[config.mk]
export PLATFORM = sky130hd
export DESIGN_NAME = uart_tx_fifo
export DESIGN_NICKNAME = d
export VERILOG_FILES = /design/src/rtl/uart_tx_fifo.sv
export SDC_FILE = /design/constraint.sdc
export NUM_CORES = 1
export LEC_CHECK = 0
export ABC_AREA = 1
export CORE_ASPECT_RATIO = 1.5
export CORE_MARGIN = 2
export CORE_UTILIZATION = 27
export CTS_BUF_LIST = sky130_fd_sc_hd__clkbuf_2 sky130_fd_sc_hd__clkbuf_4 sky130_fd_sc_hd__clkbuf_8
export CTS_CLUSTER_SIZE = 25
export DETAILED_ROUTE_END_ITERATION = 8
export SLEW_MARGIN = 10
export SYNTH_ARGS = -nofsm -noshare
export SYNTH_HDL_FRONTEND = slang
export SYNTH_SLANG_ARGS = --single-unit
[constraint.sdc]
create_clock -name Clock -period 6.56 [get_ports Clock]
set_clock_uncertainty 0.1 [all_clocks]
set_input_delay 1.64 -clock Clock [delete_from_list [all_inputs] [get_ports Clock]]
set_output_delay 1.64 -clock Clock [all_outputs]
set_load 0.005 [all_outputs]
[src/rtl/uart_tx_fifo.sv]
// uart_tx_fifo: byte FIFO feeding an 8N1 serial transmitter.
// Bytes enter through a ready/valid handshake and are sent LSB first at
// ClockFreq/BaudRate clocks per bit. Back-to-back frames have no idle gap.
module uart_tx_fifo #(
    parameter int ClockFreq = 50_000_000,
    parameter int BaudRate  = 115_200,
    parameter int Depth     = 8
) (
    input  logic                     Clock,
    input  logic                     Reset,
    input  logic [7:0]               DataIn,
    input  logic                     DataInValid,
    output logic                     DataInReady,
    output logic                     SOut,
    output logic                     Busy,
    output logic [$clog2(Depth):0]   Count
);

    localparam int CyclesPerBit = ClockFreq / BaudRate;
    localparam int CntW         = (CyclesPerBit > 1) ? $clog2(CyclesPerBit) : 1;
    localparam int PtrW         = $clog2(Depth);

    localparam logic [CntW-1:0] BitLast  = CntW'(CyclesPerBit - 1);
    localparam logic [PtrW:0]   CountMax = (PtrW + 1)'(Depth);

    typedef enum logic [1:0] {
        IDLE  = 2'd0,
        START = 2'd1,
        DATA  = 2'd2,
        STOP  = 2'd3
    } state_e;

    // FIFO storage and pointers
    logic [7:0]      mem_q [Depth];
    logic [PtrW-1:0] wr_ptr_q, wr_ptr_d;
    logic [PtrW-1:0] rd_ptr_q, rd_ptr_d;
    logic [PtrW:0]   count_q,  count_d;

    // Transmitter state
    state_e          state_q,   state_d;
    logic [CntW-1:0] bit_cnt_q, bit_cnt_d;
    logic [2:0]      bit_idx_q, bit_idx_d;
    logic [7:0]      shift_q,   shift_d;
    logic            sout_q,    sout_d;

    logic push;
    logic pop;
    logic bit_end;

    assign DataInReady = (count_q != CountMax);
    assign push        = DataInValid && DataInReady;
    assign bit_end     = (bit_cnt_q == BitLast);

    assign SOut  = sout_q;
    assign Busy  = (state_q != IDLE) || (count_q != '0);
    assign Count = count_q;

    // Next-state for the transmitter: pop only when entering START.
    always_comb begin
        state_d   = state_q;
        bit_cnt_d = bit_cnt_q;
        bit_idx_d = bit_idx_q;
        shift_d   = shift_q;
        sout_d    = sout_q;
        pop       = 1'b0;

        unique case (state_q)
            IDLE: begin
                sout_d    = 1'b1;
                bit_cnt_d = '0;
                if (count_q != '0) begin
                    pop     = 1'b1;
                    shift_d = mem_q[rd_ptr_q];
                    state_d = START;
                    sout_d  = 1'b0;
                end
            end
            START: begin
                if (bit_end) begin
                    bit_cnt_d = '0;
                    bit_idx_d = 3'd0;
                    state_d   = DATA;
                    sout_d    = shift_q[0];
                end else begin
                    bit_cnt_d = bit_cnt_q + CntW'(1);
                end
            end
            DATA: begin
                if (bit_end) begin
                    bit_cnt_d = '0;
                    if (bit_idx_q == 3'd7) begin
                        state_d = STOP;
                        sout_d  = 1'b1;
                    end else begin
                        shift_d   = shift_q >> 1;
                        bit_idx_d = bit_idx_q + 3'd1;
                        sout_d    = shift_q[1];
                    end
                end else begin
                    bit_cnt_d = bit_cnt_q + CntW'(1);
                end
            end
            STOP: begin
                if (bit_end) begin
                    bit_cnt_d = '0;
                    if (count_q != '0) begin
                        // Chain straight into the next frame with no idle gap.
                        pop     = 1'b1;
                        shift_d = mem_q[rd_ptr_q];
                        state_d = START;
                        sout_d  = 1'b0;
                    end else begin
                        state_d = IDLE;
                        sout_d  = 1'b1;
                    end
                end else begin
                    bit_cnt_d = bit_cnt_q + CntW'(1);
                end
            end
            default: begin
                state_d   = IDLE;
                bit_cnt_d = '0;
                sout_d    = 1'b1;
            end
        endcase
    end

    // Next pointers and occupancy; a simultaneous push and pop keeps Count.
    always_comb begin
        wr_ptr_d = wr_ptr_q;
        rd_ptr_d = rd_ptr_q;
        count_d  = count_q;
        if (push) begin
            wr_ptr_d = wr_ptr_q + PtrW'(1);
        end
        if (pop) begin
            rd_ptr_d = rd_ptr_q + PtrW'(1);
        end
        unique case ({push, pop})
            2'b10:   count_d = count_q + (PtrW + 1)'(1);
            2'b01:   count_d = count_q - (PtrW + 1)'(1);
            default: count_d = count_q;
        endcase
    end

    // Control registers; reset abandons any frame and empties the FIFO.
    always_ff @(posedge Clock or negedge Reset) begin
        if (!Reset) begin
            state_q   <= IDLE;
            bit_cnt_q <= '0;
            bit_idx_q <= 3'd0;
            sout_q    <= 1'b1;
            wr_ptr_q  <= '0;
            rd_ptr_q  <= '0;
            count_q   <= '0;
        end else begin
            state_q   <= state_d;
            bit_cnt_q <= bit_cnt_d;
            bit_idx_q <= bit_idx_d;
            sout_q    <= sout_d;
            wr_ptr_q  <= wr_ptr_d;
            rd_ptr_q  <= rd_ptr_d;
            count_q   <= count_d;
        end
    end

    // Data registers carry no reset; they are always loaded before use.
    always_ff @(posedge Clock) begin
        shift_q <= shift_d;
        if (push) begin
            mem_q[wr_ptr_q] <= DataIn;
        end
    end

endmodule

# Word level (Yosys, flattened, before mapping)
# Memory sizes are Yosys's and may differ from the RTL's.
# Index checks and enable logic that the tools add are counted.
# Widths: inputs -> output; s select.
# totals
reg_bits,33
ramBits,64
input_bits,11
out_inout_bits,7
word_cells,72
n_memories,1
# mem_list
memory,words,width,rd,rd_clocked_by_memory_dff,wr,line_no,source
mem_q,8,8,1,0,1,34,logic [7:0] mem_q [Depth];
# classes
add_sub_neg,6
n_eq_ne,14
n_mux,30
reduce_logical,13
# op_table
operator,count
$mux 8,4
$pmux 8 s3,1
$pmux 9 s2,1
$ne 2x2->1 const B,6
$mux 1,10
$mux 2,5
$add 3x1->3 const B,3
$add 9x1->9 const B,1
$eq 9x9->1 const B,1
$mux 3,3
$mux 9,1
$pmux 2 s4,1
$pmux 4 s2,1
$reduce_and 4->1,2
$eq 2x2->1 const B,3
$pmux 3 s2,1
$reduce_bool 2->1,3
$reduce_and 5->1,1
$add 4x1->4 const B,1
$eq 2x1->1 const B,2
$ne 4x4->1 const B,1
$pmux 1 s4,1
$reduce_bool 4->1,1
$sub 4x1->4 const B,1
8 further kinds,8

# Logic depth before layout (Yosys ltp)
# Gate-level depths: netlist of the first run.
# logic_depth
ltp_word,6
depth_mapped,17
ltp_nobuf,17

# Worst setup path after synthesis of the first run
# OpenSTA, ideal clock, no wires.
# synth_timing
kind,in2reg
from,in DataInValid
to,reg count_q[3] (netlist: Count[3])
setup_ps,116
arrival_time_ps,2653
required_time_ps,6344
path_slack_ps,3690
cell_stages,9
path_buffers,0
path_cell_list,nand2_4 ha_1 ha_1 nand2_1 nand2_1 o21ai_0 nand2_1 nand2_1 nand2_1
# synth_between
elab_chain_len,3
word_cells_on_any_way,5
cone_classes,2 x eq/ne; 1 x mux; 2 x reduce/logical
# synth_lines
item,line_no,source
"start, declared",12,"input logic DataInValid,"
$logic_and 1x1->1 *,51,assign push = DataInValid && DataInReady;
$eq 2x1->1 / $eq 2x2->1 (equally long branches),139,"unique case ({push, pop})"
$pmux 4 s2 / $reduce_bool 2->1 (equally long branches),n/a,
"end signal, assigned",163,count_q <= count_d;
"end, declared",37,"logic [PtrW:0] count_q, count_d;"
# Every way passes the cells marked *; elsewhere a longest branch is shown, timed or not.
# A chain may end at the register's enable or synchronous reset.

# Worst setup path after layout of the first run
# layout_timing
from,reg state_q[0]
to,out Busy
# layout_between
elab_chain_len,2
# layout_lines
item,line_no,source
"start, declared",40,"state_e state_q, state_d;"
"start signal, assigned",157,state_q <= state_d;
$reduce_bool 2->1,55,assign Busy = (state_q != IDLE) || (count_q != '0);
$logic_or 1x1->1,55,
"end, declared",15,"output logic Busy,"
# No other way between the ends.

==> results.txt, run 1 <==
Critical Path Sink Type = output port
Leak Pwr = 2.21 nW
CP arrival = 1.81 ns
Synth async-reset ratio = 25.8%
Slew Limit Fails = 0
mapped cell area = 4580 µm²
launching point of the worst reg2reg path = state_q[0]
Die ar. = 18,100 µm²
grt ovf = 0
core box area = 16,700 µm²
reg-to-reg slack, setup = 3.94 ns
Vias = 3,062
Detail Route Antenna Nets = 0
Pre-antenna DRT Iters = 4
cell count after synthesis = 463
CP max FO = 6
most common flop cell mapped by yosys = edfxtp_1
Max Cap Viol = 0
r2r endpoint = Count[2]
H-tree lvl count = 3
initial antenna violation count = 0
RSZ-0062 raised after global routing = false
Initial DRC Count = 130
Vias/cell = 4.41
hold depth = 2
Nets = 507
wire per inst = 13.4 µm
synth unique cells = 30
worst skew pair latency = 0.38 ns
Die Wd = 110 µm
CTS-repair resized insts = 0
first-pass GRT wire length = 15.2 mm
GRT Overall Usage = 11.3%
layout cells sized above 1 = 8.25%
Antenna diodes = 0
Hold Buf Count CTS = 0
register area share after synthesis = 60.8%
Slew Limit Headroom = 55.9%
Area Overhead vs Synth = 11.7%
vias in the first global route = 3,173
synth warn = 0
most frequent cells in the layout = 181 x nand2_1, 72 x edfxtp_1, 43 x nand3_1
dpl cell area = 4950 µm²
startpoint types = flip-flop
period utilisation layout = 54.2%
setup TNS = 0 ns
Max Fclk = 281 MHz
Period minus WS final = 3.55 ns
worst-margin pin slew = 0.659 ns
status = finished clean
Reg area = 2790 µm²
Die Y = 164 µm
PD cells = 405 nW/µm²
CTS Buf Count = 9
most common cell after layout, fill and taps aside = nand2_1
worst min path class = reg2reg
Initial Utilization = 27.5%
footprint of the multi-input gates = 1560 µm²
reg2reg path depth = 10
hpwl dp = 6.92 mm
fin area = 5120 µm²
fillcell total = 1,727
Sink Count = 97
clk buf depth = 2
Hold Fails Final Rpt = 0
clock edge transition at the registers on the reported setup and hold paths = 0.09 ns
post-synthesis area per instance = 9.90 µm²
Rows = 58
maximum VDD drop = 0.108 mV
GPL Wtd Cong = 0.850
Hold Path End = bit_idx_q[2]
final setup fails = 0
WP data required = 4.82 ns
hold_sp = bit_idx_q[2]
Post-synth EDFFs = 72
IO buf count = 17
CTS tree = built
setup bufs post-CTS = 0
syn nets = 490
IO Pins = 18
CTS Root Buffer Type = clkbuf_8
largest net degree at the start of global routing = 36
remaining routing DRC violations = 0
#FFs+latches synth = 97
Routed WL = 9.31 mm
Setup CP Type = reg2out
-- power by group --
part / internal, mW / switching [mW] / leakage (nW)
logic: 0.279 / 0.533 / 1.14
registers: 0.823 / 0.0924 / 0.981
clock network: 0.143 / 0.207 / 0.0880
total: 1.24 / 0.832 / 2.21
-- final cells by class --
cell class              instances  share of cell area (%)
flip-flops and latches         97                    54.5
multi-input cells             310                    30.5
well taps                     210                    5.13
repair buffers                 18                    3.37
inverters                      44                    3.23
clock buffers                  10                    2.57
clock inverters                 6                   0.782
-- flip-flops by register name, summed over array words and instances (netlist names) --
register,count
mem_q,64
bit_cnt_q,9
shift_q,8
Count,4
bit_idx_q,3
rd_ptr_q,3
wr_ptr_q,3
state_q,2
SOut,1
-- critical path, stage by stage (launching register included) --
cell	delay, ns
dfrtp_1	0.44
inv_1	0.13
ha_1	0.27
nand3_2	0.11
clkdlybuf4s50_1	0.50
-- how the worst max path moves through the flow --
| stage | from | endpoint | slack [ns] | depth (start not counted) |
|---|---|---|---|---|
| after floorplan | DataInValid | Count[3] | 3.69 | 9 |
| after global placement | DataInValid | Count[3] | 3.05 | 10 |
| after detailed placement | DataInValid | Count[3] | 3.00 | 10 |
| after CTS | state_q[0] | Busy | 2.97 | 4 |
| after global routing | state_q[0] | Busy | 2.90 | 4 |
| final | state_q[0] | Busy | 3.01 | 4 |
-- synth_stat cells (5+ instances only) --
cell / count / share of area, %
nor2_2: 5 / 0.68
nand4_1: 5 / 0.68
edfxtp_1: 72 / 47
inv_1: 42 / 3.4
nor2_1: 23 / 1.9
nand3_1: 43 / 4.7
ha_1: 15 / 4.1
nand2_1: 181 / 15
o21ai_0: 5 / 0.55
dfrtp_1: 24 / 13
buf_2: 8 / 0.87
-- per-layer routing --
metal  share of wire [%]  wire length [µm]  vias up  track usage, %
met2                  54              5030       83            20.7
met4                 3.5               330        0            6.31
met3                 3.5               323       23            2.15
met1                  39              3620     1422            11.8
met5                   0                 0        -               0
li1                    -                 -     1534               -
-- through the flow --
step	hold slack, ns	worst slack (ns)	total power, mW	cells	utilization (%)
floorplan	0.346	3.69	1.53	463	-
global placement	0.369	3.05	1.72	679	29.7
detailed placement	0.378	3.00	1.74	679	29.7
global route	0.423	2.90	2.24	695	30.7
CTS	0.399	2.97	2.09	695	30.7
finish	0.396	3.01	2.08	695	30.7
-- kinds of logic after synthesis --
family	Yosys count	synth area share, %
AND/OR/NAND/NOR	273	26.1
adder cells (fa/ha/maj)	16	4.53
flip-flops	97	60.8
AO/OA/AOI/OAI	14	2.07
XOR/XNOR	7	1.34
buffers and inverters	56	5.13
Note: power is estimated with default switching activity, not from simulation.
==> run 2: changes to the inputs <==
Clock period 6.56 ns to 3.3 ns, I/O delays scaled along.
==> results.txt, run 2 (synthesized netlist as in run 1, its figures left out) <==
status = finished clean
remaining routing DRC violations = 0 (unchanged)
startpoint types = flip-flop
biggest regs = mem_q: 64 flops, bit_cnt_q: 9 flops, shift_q: 8 flops
Routed WL = 9.18 mm (-1.4%)
Die ar. = 18,100 µm² (unchanged)
Max Fclk = 364 MHz
Vias/cell = 4.38 (-0.58%)
Worst path max stage delay = 0.50 ns (about the same)
H-tree lvl count = 3 (unchanged)
Detail Route Antenna Nets = 0 (unchanged)
Initial Utilization = 27.5% (unchanged)
grt ovf = 0 (unchanged)
most common cell after layout, fill and taps aside = nand2_1
maximum VDD drop = 0.256 mV (+140%)
layout cells sized above 1 = 8.62% (+0.38 points)
GRT Overall Usage = 11.2% (-0.073 points)
Pre-antenna DRT Iters = 4 (unchanged)
setup TNS = 0 ns (unchanged)
Hold Path End = bit_idx_q[2]
largest net degree at the start of global routing = 35 (-2.8%)
Die Y = 164 µm (unchanged)
Max Cap Viol = 0 (unchanged)
Sink Count = 97 (unchanged)
worst min path class = reg2reg
IO Pins = 18 (unchanged)
Leak Pwr = 2.23 nW (+1.0%)
Die Wd = 110 µm (unchanged)
wire per inst = 13.2 µm (-1.7%)
CP max FO = 6 (unchanged)
Hold Fails Final Rpt = 0 (unchanged)
crit path from = state_q[0]
reg2reg path depth = 13 (+3)
setup bufs post-CTS = 0 (unchanged)
Hold Buf Count CTS = 0 (unchanged)
Setup CP Type = reg2out
Slew Limit Fails = 0 (unchanged)
Initial DRC Count = 152 (+17%)
CTS Root Buffer Type = clkbuf_8
Vias = 3,053 (-0.29%)
vias in the first global route = 3,133 (-1.3%)
Critical Path Sink Type = output port
most frequent cells in the layout = 181 x nand2_1, 72 x edfxtp_1, 43 x nand3_1
worst skew pair latency = 0.36 ns (-0.02 ns)
CTS Buf Count = 9 (unchanged)
launching point of the worst reg2reg path = state_q[0]
IO buf count = 17 (unchanged)
hold depth = 2 (unchanged)
reg-to-reg slack, setup = 0.66 ns (-3.28 ns)
RSZ-0062 raised after global routing = false
register with the most flip-flops = mem_q
Antenna diodes = 0 (unchanged)
clk buf depth = 2 (unchanged)
period utilisation layout = 83.2%
Rows = 58 (unchanged)
first-pass GRT wire length = 15.3 mm (+0.45%)
CTS-repair resized insts = 0 (unchanged)
CP arrival = 1.82 ns (about the same)
Period minus WS final = 2.75 ns
r2r endpoint = Count[3]
worst-margin pin slew = 0.640 ns (-0.0190 ns)
WP data required = 2.37 ns (-2.45 ns)
critical-path cell list = inv_1 -> ha_1 -> nand3_2 -> clkdlybuf4s50_1
clock edge transition at the registers on the reported setup and hold paths = 0.10 ns (about the same)
Slew Limit Headroom = 57.2% (+1.3 points)
initial antenna violation count = 0 (unchanged)
CTS tree = built
Max stage delay cell, worst path = clkdlybuf4s50_1
hpwl dp = 6.95 mm (+0.39%)
final setup fails = 0 (unchanged)
Area Overhead vs Synth = 12.8%
core box area = 16,700 µm² (unchanged)
hold_sp = bit_idx_q[2]
number of flip-flops in the largest register = 64 (unchanged)
PD cells = 815 nW/µm² (+100%)
post-layout util = 31.0% (+0.30 points)
GPL Wtd Cong = 0.798 (-6.1%)
Nets = 509 (+0.39%)
-- run 2: area by class of cell --
cell class              instances  area, µm²
multi-input cells             310       1560
well taps                     210        263
repair buffers                 20        193
fillers                      1724      11500
clock inverters                 7       77.6
flip-flops and latches         97       2790
inverters                      44        165
clock buffers                   9        124
-- run 2: critical path, delay by kind of cell, from the launching register on --
kind                       cells  cell delay, ns
and+or+nand+nor                1            0.11
DFF                            1            0.45
adders and majority gates      1            0.27
buffers and inverters          2            0.63
-- run 2: worst max path at each step --
stage / to / cells after the start
2_1_floorplan: Count[3] / 13
3_3_place_gp: Count[3] / 10
3_5_place_dp: Count[3] / 10
4_1_cts: Busy / 4
5_1_grt: Busy / 4
6_report: Busy / 4
-- run 2: stage by stage --
step           cells  area, µm²  power, mW  setup slack, ns  hold slack [ns]
4_1_cts          697       5170       4.26            0.523            0.394
6_report         697       5170       4.22            0.553            0.390
5_1_grt          697       5170       4.57            0.414            0.422
3_3_place_gp     681       4970       3.43            0.603            0.364
2_1_floorplan    463       4580       3.04             1.02            0.346
3_5_place_dp     681       4970       3.48            0.544            0.370
-- run 2: routing by layer --
| metal | vias up | global-route usage, % | part of all wire [%] |
|---|---|---|---|
| met4 | 0 | 5.28 | 2.1 |
| met5 | - | 0 | 0 |
| met1 | 1464 | 12.3 | 40 |
| met3 | 7 | 1.84 | 2.1 |
| li1 | 1537 | - | - |
| met2 | 45 | 20.6 | 56 |
-- run 2: report_power, final --
part	total, mW	internal (mW)	switching (mW)	leakage (nW)
Combinational	1.63	0.562	1.07	1.15
Sequential	1.80	1.64	0.167	0.981
Clock	0.779	0.357	0.422	0.100
Total	4.22	2.55	1.66	2.23
==> run 3: changes to the inputs <==
Clock period 3.3 ns to 2.65 ns, I/O delays scaled along.
==> results.txt, run 3 (synthesized netlist as in run 1, its figures left out) <==
Initial Utilization = 27.5% (unchanged)
Rows = 58 (unchanged)
Internal Power = 3.11 mW (+22%)
core box area = 16,700 µm² (unchanged)
Die Y = 164 µm (unchanged)
critical-path cell list = inv_1 -> ha_2 -> nand3_2 -> clkdlybuf4s50_1
post-layout util = 31.2% (+0.19 points)
remaining routing DRC violations = 0 (unchanged)
clk buf depth = 2 (unchanged)
met1 usage = 11.2% (-1.1 points)
IO Pins = 18 (unchanged)
Die Wd = 110 µm (unchanged)
layout cells sized above 1 = 10.3% (+1.7 points)
H-tree lvl count = 3 (unchanged)
Detail Route Antenna Nets = 0 (unchanged)
Nets = 516 (+1.4%)
GPL Wtd Cong = 0.802 (+0.53%)
startpoint types = flip-flop
biggest regs = mem_q: 64 flops, bit_cnt_q: 9 flops, shift_q: 8 flops
maximum VDD drop = 0.301 mV (+17%)
WP data required = 1.89 ns (-0.48 ns)
wire per inst = 12.7 µm (-3.9%)
clock power share = 16.5% (-2.0 points)
CTS Buf Count = 9 (unchanged)
PD cells = 996 nW/µm² (+22%)
Top delay family on crit path = buffers and inverters
Vias = 3,104 (+1.7%)
Worst path max stage delay = 0.47 ns (-0.03 ns)
Leak Pwr = 2.24 nW (+0.65%)
grt met3 use = 1.68% (-0.16 points)
GRT Overall Usage = 10.6% (-0.58 points)
Initial DRC Count = 129 (-15%)
initial antenna violation count = 0 (unchanged)
Comb pwr share = 40.2% (+1.4 points)
Period minus WS final = 2.53 ns
Pre-antenna DRT Iters = 4 (unchanged)
met2 global-route usage = 19.7% (-0.86 points)
Max Fclk = 396 MHz
Die ar. = 18,100 µm² (unchanged)
Slew Limit Headroom = 63.1% (+6.0 points)
Antenna diodes = 0 (unchanged)
Buf/Inv on CP = 2 (unchanged)
Seq pwr share = 43.3% (+0.5 points)
Hold Fails Final Rpt = 0 (unchanged)
fin cells = 703 (+0.86%)
final total power = 5.18 mW (+23%)
vias in the first global route = 3,192 (+1.9%)
Vias/cell = 4.42 (+0.80%)
worst skew pair latency = 0.37 ns (about the same)
hpwl dp = 6.38 mm (-8.1%)
final setup fails = 0 (unchanged)
switching power = 2.07 mW (+25%)
largest net degree at the start of global routing = 35 (unchanged)
status = finished clean
CTS tree = built
clock edge transition at the registers on the reported setup and hold paths = 0.10 ns (about the same)
most common cell after layout, fill and taps aside = nand2_1
Sw Ratio = 39.9% (+0.51 points)
CP arrival = 1.76 ns (-0.06 ns)
CP max FO = 4 (-2)
first-pass GRT wire length = 14.7 mm (-3.8%)
Routed WL = 8.90 mm (-3.1%)
GRT busiest layer = met2
Critical Path Sink Type = output port
dpl cells = 686 (+0.73%)
number of flip-flops in the largest register = 64 (unchanged)
IO buf count = 17 (unchanged)
worst-margin pin slew = 0.552 ns (-0.0881 ns)
most frequent cells in the layout = 181 x nand2_1, 72 x edfxtp_1, 43 x nand3_1
Sink Count = 97 (unchanged)
register with the most flip-flops = mem_q
CTS Root Buffer Type = clkbuf_8
grt ovf = 0 (unchanged)
Hold Buf Count CTS = 0 (unchanged)
Slew Limit Fails = 0 (unchanged)
Max Cap Viol = 0 (unchanged)
Setup CP Type = reg2out
Area Overhead vs Synth = 13.5%
Max stage delay cell, worst path = clkdlybuf4s50_1
worst min path class = reg2reg
period utilisation layout = 95.4%
==> run 3: what timing repair did <==
item,in CTS,in global routing
setup buffers,0,2
resized for setup,0,5
setup endpoints to repair,0,3
hold endpoints to repair,0,0
==> run 3: cell type report <==
| type | instances | area (µm²) |
|---|---|---|
| Multi-Input combinational cell | 310 | 1570 |
| Clock inverter | 6 | 46.3 |
| Sequential cell | 97 | 2790 |
| Clock buffer | 9 | 124 |
| Fill cell | 1704 | 11500 |
| Timing Repair Buffer | 27 | 245 |
| Tap cell | 210 | 263 |
| Inverter | 44 | 165 |
==> run 3: final timing paths <==
| check | from | endpoint | slack [ns] | cells past startpoint |
|---|---|---|---|---|
| min in group asynchronous | Reset | bit_cnt_q[7] | 0.55 | 2 |
| setup reg to reg | state_q[1] | Count[3] | 0.16 | 13 |
| setup / recovery | state_q[1] | Busy | 0.12 | 4 |
| max in group asynchronous | Reset | SOut | 1.60 | 2 |
| hold reg to reg | SOut | SOut | 0.40 | 2 |
| hold / removal | SOut | SOut | 0.40 | 2 |
==> run 3: power by group through the flow <==
stage          Combinational, mW  Clock [mW]  Sequential [mW]
6_report                    2.08       0.855             2.24
5_1_grt                     2.37       0.938             2.28
4_1_cts                     2.08       0.880             2.25
3_5_place_dp                2.07           0             2.28
3_3_place_gp                2.01           0             2.26
2_1_floorplan               1.56           0             2.22
==> run 3: metal layers <==
layer / vias up / share of wire, %
met5: - / 0
met4: 0 / 2.9
met3: 23 / 3.5
met2: 68 / 54
met1: 1464 / 40
li1: 1549 / -
==> run 3: stage by stage <==
step / TNS [ns] / instance area, µm² / worst slack (ns) / hold slack [ns]
final: 0 / 5200 / 0.123 / 0.396
after global routing: -0.000341 / 5200 / -0.000341 / 0.423
after CTS: 0 / 5180 / 0.00860 / 0.397
after detailed placement: 0 / 5010 / 0.0355 / 0.382
after global placement: 0 / 5010 / 0.123 / 0.363
after floorplan: 0 / 4580 / 0.365 / 0.267
==> run 3: worst reg2reg max path: stages (launching register included) <==
cell     delay, ns
dfrtp_1       0.42
inv_1         0.15
ha_2          0.33
a21oi_4       0.18
nand3_2       0.13
inv_1         0.09
ha_2          0.22
ha_1          0.28
nand2_1       0.09
nand2_1       0.07
o21ai_0       0.16
nand2_1       0.08
nand2_1       0.05
nand2_1       0.05
